$ cat src/rtl/alu_result_collector_if.sv
// ---------------------------------------------------------------------------
// alu_result_collector_if
//   Frame stream from the collector FIFO to its sink. The producer (master)
//   presents the head frame with out_valid; the sink (slave) accepts it by
//   raising out_ready. A frame moves on every edge where both are high.
//
//   out_data   16  head frame {or,and,sub,add}, add in [3:0]; 0 when empty
//   out_valid   1  a frame is available
//   out_ready   1  sink accepts the head frame this cycle
// ---------------------------------------------------------------------------
interface alu_result_collector_if;
  logic [15:0] out_data;
  logic        out_valid;
  logic        out_ready;

  modport master (
    output out_data,
    output out_valid,
    input  out_ready
  );

  modport slave (
    input  out_data,
    input  out_valid,
    output out_ready
  );
endinterface

$ cat src/rtl/alu_result_collector.sv
// ---------------------------------------------------------------------------
// alu_result_collector
//   Sits behind the counter-sequenced 3-bit ALU, which produces one 4-bit
//   result per clock in the order add, sub, and, or. This block keeps its own
//   2-bit phase counter in lock-step with the ALU (same clock, same reset
//   release), gathers the four results of each round into a 16-bit frame and
//   queues the frames in a first-word-fall-through FIFO for the sink.
//
// Parameters
//   DEPTH   FIFO depth in frames (power of 2, >= 2)
//   LW      width of level; 2**LW must exceed DEPTH
//
// Ports
//   clk        in    rising-edge clock
//   reset      in    asynchronous reset, active low
//   y_in       in    ALU result for the current phase
//   sink       if    frame stream (master side): out_data/out_valid/out_ready
//   level      out   frames stored, 0..DEPTH
//   overflow   out   sticky flag, a completed frame was dropped
//   clr_ovf    in    clears overflow on the next edge (a drop wins)
//   drop_cnt   out   dropped-frame count, saturates at 255
//   phase      out   current slot index 0..3 (add, sub, and, or)
// ---------------------------------------------------------------------------
module alu_result_collector #(
  parameter int DEPTH = 4,
  parameter int LW    = 3
) (
  input  logic                   clk,
  input  logic                   reset,
  input  logic [3:0]             y_in,
  alu_result_collector_if.master sink,
  output logic [LW-1:0]          level,
  output logic                   overflow,
  input  logic                   clr_ovf,
  output logic [7:0]             drop_cnt,
  output logic [1:0]             phase
);

  localparam int            PW      = (DEPTH > 1) ? $clog2(DEPTH) : 1;
  localparam logic [LW-1:0] DEPTH_L = LW'(DEPTH);

  // Phase counter and the three slots that hold add/sub/and until the or
  // result arrives.
  logic [1:0]        phase_reg;
  logic [3:0]        slot_reg [3];

  // FIFO storage. No reset on the array: emptiness is tracked by level_reg
  // and the output is masked to zero when nothing is stored.
  logic [15:0]       mem [DEPTH];
  logic [PW-1:0]     wr_ptr_reg;
  logic [PW-1:0]     rd_ptr_reg;
  logic [LW-1:0]     level_reg;

  logic              overflow_reg;
  logic [7:0]        drop_cnt_reg;

  logic              full;
  logic              empty;
  logic              frame_done;
  logic              push;
  logic              pop;
  logic              drop;
  logic [15:0]       frame_word;

  assign full       = (level_reg == DEPTH_L);
  assign empty      = (level_reg == '0);
  assign frame_done = (phase_reg == 2'd3);
  assign pop        = !empty && sink.out_ready;
  // A full FIFO still takes the new frame when the head leaves on the same
  // edge; only a full FIFO with no pop loses the frame.
  assign push       = frame_done && (!full || pop);
  assign drop       = frame_done && full && !pop;

  // The or result is taken straight from y_in in phase 3, so the frame is
  // pushed on the same edge the last sample is presented.
  genvar gi;
  generate
    for (gi = 0; gi < 3; gi++) begin : g_pack
      assign frame_word[gi*4 +: 4] = slot_reg[gi];
    end
  endgenerate
  assign frame_word[15:12] = y_in;

  // -------------------------------------------------------------------------
  // Phase tracking and slot capture
  // -------------------------------------------------------------------------
  always_ff @(posedge clk or negedge reset) begin
    if (!reset) begin
      phase_reg <= 2'd0;
      for (int i = 0; i < 3; i++) begin
        slot_reg[i] <= 4'd0;
      end
    end else begin
      phase_reg <= phase_reg + 2'd1;
      for (int i = 0; i < 3; i++) begin
        if (phase_reg == 2'(i)) begin
          slot_reg[i] <= y_in;
        end
      end
    end
  end

  // -------------------------------------------------------------------------
  // FIFO storage write port
  // -------------------------------------------------------------------------
  always_ff @(posedge clk) begin
    if (push) begin
      mem[wr_ptr_reg] <= frame_word;
    end
  end

  // -------------------------------------------------------------------------
  // FIFO pointers and occupancy. Pointers wrap naturally because DEPTH is a
  // power of two.
  // -------------------------------------------------------------------------
  always_ff @(posedge clk or negedge reset) begin
    if (!reset) begin
      wr_ptr_reg <= '0;
      rd_ptr_reg <= '0;
      level_reg  <= '0;
    end else begin
      if (push) begin
        wr_ptr_reg <= wr_ptr_reg + PW'(1);
      end
      if (pop) begin
        rd_ptr_reg <= rd_ptr_reg + PW'(1);
      end
      case ({push, pop})
        2'b10:   level_reg <= level_reg + LW'(1);
        2'b01:   level_reg <= level_reg - LW'(1);
        default: level_reg <= level_reg;
      endcase
    end
  end

  // -------------------------------------------------------------------------
  // Drop bookkeeping: sticky flag (set beats clear) and saturating counter.
  // -------------------------------------------------------------------------
  always_ff @(posedge clk or negedge reset) begin
    if (!reset) begin
      overflow_reg <= 1'b0;
      drop_cnt_reg <= 8'd0;
    end else begin
      if (drop) begin
        overflow_reg <= 1'b1;
      end else if (clr_ovf) begin
        overflow_reg <= 1'b0;
      end
      if (drop && (drop_cnt_reg != 8'hFF)) begin
        drop_cnt_reg <= drop_cnt_reg + 8'd1;
      end
    end
  end

  // -------------------------------------------------------------------------
  // Outputs. Head frame falls through combinationally from storage; it only
  // changes on a pop or when the first frame lands in an empty FIFO.
  // -------------------------------------------------------------------------
  assign sink.out_valid = !empty;
  assign sink.out_data  = empty ? 16'h0000 : mem[rd_ptr_reg];
  assign level          = level_reg;
  assign overflow       = overflow_reg;
  assign drop_cnt       = drop_cnt_reg;
  assign phase          = phase_reg;

endmodule
$ cat src/flat_wrapper.sv
// flat-port wrapper written by rule: the top's interface ports become plain ports
module alu_result_collector_flat 
#(
  parameter int DEPTH = 4,
  parameter int LW    = 3
)
  (clk, reset, y_in, level, overflow, clr_ovf, drop_cnt, phase, sink_out_data, sink_out_valid, sink_out_ready);
  alu_result_collector_if sink_i ();
  input  logic clk;
  input  logic reset;
  input  logic [3:0] y_in;
  output logic [LW-1:0] level;
  output logic overflow;
  input  logic clr_ovf;
  output logic [7:0] drop_cnt;
  output logic [1:0] phase;
  output wire logic [$bits(sink_i.out_data)-1:0] sink_out_data;
  output wire logic [$bits(sink_i.out_valid)-1:0] sink_out_valid;
  input wire logic [$bits(sink_i.out_ready)-1:0] sink_out_ready;
  assign sink_out_data = sink_i.out_data;
  assign sink_out_valid = sink_i.out_valid;
  assign sink_i.out_ready = sink_out_ready;
  alu_result_collector #(.DEPTH(DEPTH), .LW(LW)) u_core (.clk(clk), .reset(reset), .y_in(y_in), .sink(sink_i), .level(level), .overflow(overflow), .clr_ovf(clr_ovf), .drop_cnt(drop_cnt), .phase(phase));
endmodule
$ cat config.mk
export PLATFORM = sky130hd
export DESIGN_NAME = alu_result_collector_flat
export DESIGN_NICKNAME = d
export VERILOG_FILES = /design/src/rtl/alu_result_collector_if.sv /design/src/rtl/alu_result_collector.sv /design/src/flat_wrapper.sv
export SDC_FILE = /design/constraint.sdc
export NUM_CORES = 1
export LEC_CHECK = 0
export ABC_CLOCK_PERIOD_IN_PS = 2400
export BUFFER_PORTS_ARGS = -buffer_cell sky130_fd_sc_hd__buf_2
export CORE_ASPECT_RATIO = 0.9
export CORE_MARGIN = 1
export CORE_UTILIZATION = 52
export DETAILED_ROUTE_END_ITERATION = 7
export GPL_TIMING_DRIVEN = 0
export PLACE_DENSITY = 0.74
export SYNTH_ARGS = -nofsm -noshare
export SYNTH_HDL_FRONTEND = slang
export SYNTH_SLANG_ARGS = --single-unit
$ cat constraint.sdc
create_clock -name clk -period 2.4 [get_ports clk]
set_clock_uncertainty 0.1 [all_clocks]
set_input_delay 0.48 -clock clk [delete_from_list [all_inputs] [get_ports clk]]
set_output_delay 0.48 -clock clk [all_outputs]
set_load 0.01 [all_outputs]
After elaboration in Yosys (flattened, before gate mapping)

Memory sizes are Yosys's and may differ from the RTL's.
Cells that the tools add are included.
W data, S select, Z words.

Add/subtract/negate cells: 6
Multipliers: 0
Divide/modulo/power cells: 0
$lt $le $gt $ge: 0
Equality and inequality tests: 7
Shift operators: 0
Mux-type cells: 6
Bitwise logic cells: 0
Reduce and logical (&&, ||, !) cells: 13

Operator list:

| kind                  | number |
|---|---|
| $mux W16              | 1 |
| $add A8 B1 Y8 const B | 1 |
| $ne A8 B8 Y1 const B  | 1 |
| $add A2 B1 Y2 const B | 3 |
| $eq A2 B2 Y1 const B  | 3 |
| $pmux W3 S2           | 1 |
| $logic_and A1 B1 Y1   | 5 |
| $eq A2 B1 Y1 const B  | 2 |
| $mux W1               | 4 |
| $reduce_bool A2 Y1    | 2 |
| $add A3 B1 Y3 const B | 1 |
| $eq A3 B3 Y1 const B  | 1 |
| $logic_not A1 Y1      | 3 |
| $logic_not A3 Y1      | 1 |
| $sub A3 B1 Y3 const B | 1 |
| $logic_not A2 Y1      | 1 |
| $logic_or A1 B1 Y1    | 1 |

Register bits: 30
Bits in latches: 0
RAM bits: 64
Memory bits (read-only): 0
Input port bits: 8
Output and inout port bits: 31
Logic and storage cells: 42
Memories kept: 1

Memory list:

| memory     | words | bits a word | read ports | clocked after memory_dff | write ports | RTL line                   | text |
|---|---|---|---|---|---|---|---|
| u_core.mem | 4     | 16          | 1          | 0                        | 1           | alu_result_collector.sv:49 | `logic [15:0] mem [DEPTH];` |

Longest topological paths before layout

Depth after elaboration: 7
Gate-level depth with buffers: 9
Depth with buffers taken out: 8

Least setup slack after synthesis

Ideal clock, no wire load.

Path type: input port to flip-flop
From: input port sink_out_ready
To: register u_core.level_reg[2], in the netlist u_core.level[2]
Library setup time: 0.079 ns
Arrival: 2.243 ns
Required time: 2.221 ns
Setup slack: -0.022 ns
Stages: 9
Path buffers: 1
Path through: or4b_4 -> buf_6 -> nand2_1 -> ha_1 -> inv_1 -> fa_1 -> xor2_1 -> nor2_1 -> xor2_1

Cells in the longest elaborated chain, start to end: 5
Elaborated cells between the ends (all ways): 7
Those cells by class: eq/ne (2); mux (1); reduce/logical (4)

RTL lines:

| element                                           | RTL line                    | text |
|---|---|---|
| from (decl)                                       | flat_wrapper.sv:19          | `input wire logic [$bits(sink_i.out_ready)-1:0] sink_out_ready;` |
| $logic_and A1 B1 Y1 *                             | alu_result_collector.sv:68  | `assign pop = !empty && sink.out_ready;` |
| $logic_or A1 B1 Y1                                | alu_result_collector.sv:71  | `assign push = frame_done && (!full \|\| pop);` |
| $logic_and A1 B1 Y1                               | alu_result_collector.sv:71  |  |
| $eq A2 B1 Y1 or $eq A2 B2 Y1 (tied branches)      | alu_result_collector.sv:128 | `case ({push, pop})` |
| $pmux W3 S2 or $reduce_bool A2 Y1 (tied branches) | n/a                         |  |
| to (signal assigned)                              | alu_result_collector.sv:129 | `2'b10: level_reg <= level_reg + LW'(1);` |
| to (signal assigned)                              | alu_result_collector.sv:130 | `2'b01: level_reg <= level_reg - LW'(1);` |
| to (signal assigned)                              | alu_result_collector.sv:131 | `default: level_reg <= level_reg;` |
| to (decl)                                         | alu_result_collector.sv:52  | `logic [LW-1:0] level_reg;` |

Mark *: on every way between the ends. The rest lies on a longest branch, timed or not.
A chain may end at the register's enable or synchronous reset.

Worst setup path in the final report

From: register u_core.rd_ptr_reg[0]
To: output port sink_out_data[10]

Cells in the longest elaborated chain, start to end: 2

RTL lines:

| element                | RTL line                    | text |
|---|---|---|
| from (decl)            | alu_result_collector.sv:51  | `logic [PW-1:0] rd_ptr_reg;` |
| from (signal assigned) | alu_result_collector.sv:126 | `rd_ptr_reg <= rd_ptr_reg + PW'(1);` |
| $mem_v2 Z4 W16         | n/a                         |  |
| $mux W16               | alu_result_collector.sv:160 | `assign sink.out_data = empty ? 16'h0000 : mem[rd_ptr_reg];` |
| to (decl)              | flat_wrapper.sv:17          | `output wire logic [$bits(sink_i.out_data)-1:0] sink_out_data;` |

Every way passes these cells.

==> metrics.txt <==
kind of start point of the critical path=flip-flop; Layout Nets=around 300; static leakage=between 0.0015 and 0.002 uW; first-pass GRT wire length=10.7 mm; sequential-to-total area share from yosys stat=0.694; Internal Power=around 3100 uW; cell at the root of the clock tree=clkbuf_8; Die Y-Extent=approximately 84 microns; clock latency reported for the late side of the worst-skew pair=around 0.35 ns; proportion of power drawn by the clock network=0.205; number of routed nets with antenna violations=0; area of all placed cells without fillers=4530 sq um; final hold vios=0; CTS sink cnt=94; initial core utilization=0.541; Pre-antenna DRT Iters=5; maximum frequency from static timing analysis=423 MHz; number of buffers created by CTS=9; Layout fillers=543; DIE WIDTH=92.7 microns; clock transition time at the flip-flop clock pins of the worst setup and hold paths=0.09 ns; library cells used by synthesis=31; max reg flops=64; critical path startpoint=u_core.rd_ptr_reg[0]; Tmin final=2.36 ns; IO Port Bufs=38; area used by multi-input combinational logic=1150 sq um; r2r startpoint=u_core.level[1]; share of synthesized cell area in full adder, half adder and majority cells=0.0377; Crit. End Element=output pin; worst-case reg-to-reg path depth=3; initial antenna violation count=0; worst vdd ir=0.000450 V; NetSw=1310 uW; Final HPWL DP=approximately 4.3 mm; detailed-route via count=2060; synthesis-to-finish area growth=17.7%; maximum net fanout on the critical path=5; setup violators final=0; synthesized instance count=216; number of global-route vias before repair=2010; worst-case clock buffer depth=2; drt wl/cell=18.6 microns; CTS tree=done; Mapped Area=3850 sq um; first-iteration detailed-routing DRC count=142; main combinational cell family by area after synthesis=multiplexers; Arr. time, crit path=1.78 ns; total DRC errors in the routed layout=0; Yosys warning total=0; start-to-end type of the worst setup path=reg -> out; max-slew headroom at the worst pin=0.412; wirelength, routed=~7 mm; multiplexer share of the synthesized area=0.152; pin count of the biggest net entering global routing=31; overall track demand over capacity in global routing=0.192; Critical R2R Capture=u_core.mem[3][2]; Slew @ Worst Pin=approximately 0.9 ns; power density normalized to cell area=between 900 and 1000 nW/um^2; net count after synthesis=235; Sequential Power Share=0.437; Diodes inserted=0; share of layout cells above drive strength 1=0.418; total congestion overflow=0; average vias per placed instance=about 5.5; Sequential Area=2680 sq um; area fraction in compound gates after synthesis=0.0111; combinational power share=0.358; result of the run=completed; final core utilization=0.637; final-report max-slew violation count=0; worst hold margin=0.0628 ns; placeable core region=roughly 7100 sq um; synthesis-stage register bit count=94; class of the most critical hold timing path=in -> async; final clock period utilization by the worst path=0.985; number of placement rows=29; net switching fraction of the power=0.294; Post-Synth Simple-Gate Area=0.0676; xor and xnor area share after synthesis=0.0159; H-tree Lvls=3; syn avg cell area=17.8 sq um; die area=7750 sq um; max-cap check violation count=0; RD Place Congestion=around 0.77; post-placement cell area=4160 sq um; I/O pin count=39; Register-to-Register Setup Slack=0.07 ns; required time reported for the critical path endpoint=~1.8 ns
==> power by group through the flow <==
| stage | Clock (uW) | Combinational, uW | Sequential [uW] |
|---|---|---|---|
| 4_1_cts | 930 | 1390 | 1930 |
| 2_1_floorplan | 0 | 835 | 1960 |
| 5_1_grt | 985 | 1730 | 1950 |
| 6_report | 912 | 1590 | 1940 |
| 3_3_place_gp | 0 | 1220 | 1950 |
| 3_5_place_dp | 0 | 1260 | 1960 |
==> placed cells by master, fill, tap and decap left out, types with 2 or more instances in the layout <==
| master | count |
|---|---|
| and2_1 | 11 |
| mux2_1 | 2 |
| o21ai_0 | 5 |
| nor3_1 | 3 |
| nand3_1 | 3 |
| and3_1 | 4 |
| edfxtp_1 | 64 |
| inv_1 | 12 |
| ha_1 | 9 |
| mux2_2 | 17 |
| clkinv_2 | 2 |
| clkbuf_1 | 2 |
| xor2_1 | 3 |
| buf_6 | 4 |
| dfrtp_2 | 3 |
| buf_4 | 11 |
| and2_4 | 6 |
| mux4_2 | 16 |
| clkbuf_8 | 10 |
| buf_2 | 38 |
| nand2_1 | 6 |
| dfrtp_1 | 27 |
| xnor2_1 | 4 |
==> critical path, stage by stage, from the launching register on <==
cell,delay (ns)
dfrtp_1,0.36
buf_8,0.14
buf_12,0.13
mux4_2,0.50
and2_4,0.17
buf_2,0.13
==> per-stage QoR <==
| step | cells | setup TNS, ns | worst slack, ns | total power, uW |
|---|---|---|---|---|
| after floorplan | 216 | 0 | 0.0124 | 2800 |
| after global placement | 347 | -0.578 | -0.211 | 3170 |
| after detailed placement | 347 | -0.955 | -0.260 | 3220 |
| after CTS | 365 | 0 | 0.00256 | 4250 |
| after global routing | 375 | -0.0111 | -0.00551 | 4670 |
| final | 375 | 0 | 0.0367 | 4450 |
==> how the worst max path moves through the flow <==
stage / cells after the start / end / slack (ns)
final: 5 / sink_out_data[10] / 0.04
after global routing: 5 / sink_out_data[7] / -0.006
after CTS: 4 / sink_out_data[12] / 0.003
after detailed placement: 10 / u_core.level[2] / -0.26
after global placement: 10 / u_core.level[2] / -0.21
after floorplan: 9 / u_core.level[2] / 0.01
==> cells by family after synthesis <==
group	count (synthesis)
buf+inv	19
mux	36
simple gates	42
flops	94
fa+ha+maj	11
compound gates	7
xor+xnor	7
==> what timing repair did <==
| item | CTS | global route |
|---|---|---|
| endpoints found under the setup margin | 14 | 13 |
| resized for setup | 16 | 13 |
| buffers inserted | 3 | 9 |
| hold buffers | 0 | 0 |
| gates cloned | 0 | 2 |
| hold endpoints to repair | 0 | 0 |
| pin swaps | 0 | 8 |
==> layer usage <==
metal	routed length, microns	global-route usage	part of all wire	vias up
li1	-	-	-	937
met1	3130	0.270	0.45	1071
met2	3450	0.293	0.49	42
met3	258	0.0301	0.037	10
met4	149	0.102	0.021	0
met5	0	0	0	-
==> cell usage after synthesis (all sizes together) <==
master / count / share of area
nand2: 7 / 0.0068
clkbuf: 2 / 0.0020
mux2i: 1 / 0.0026
inv: 12 / 0.012
or4b: 1 / 0.0036
nand4: 1 / 0.0016
or3: 1 / 0.0016
and3: 4 / 0.0065
and2: 17 / 0.028
nand2b: 1 / 0.0016
dfrtp: 30 / 0.20
xnor2: 4 / 0.0091
nand3: 3 / 0.0039
edfxtp: 64 / 0.50
ha: 10 / 0.033
o21ai: 5 / 0.0065
o31a: 1 / 0.0023
o311ai: 1 / 0.0023
nor3: 3 / 0.0039
fa: 1 / 0.0052
nor4: 2 / 0.0072
nor4b: 1 / 0.0023
buf: 5 / 0.0078
mux4: 16 / 0.094
mux2: 19 / 0.056
nor2: 1 / 0.00097
xor2: 3 / 0.0068
==> layout make-up <==
type / instances / area share
Timing Repair Buffer: 51 / 0.0704
Inverter: 12 / 0.00994
Buffer: 5 / 0.0130
Multi-Input combinational cell: 104 / 0.253
Tap cell: 93 / 0.0257
Sequential cell: 94 / 0.591
Clock inverter: 4 / 0.00497
Clock buffer: 12 / 0.0320
No activity file was read; power rests on OpenSTA's default activity.
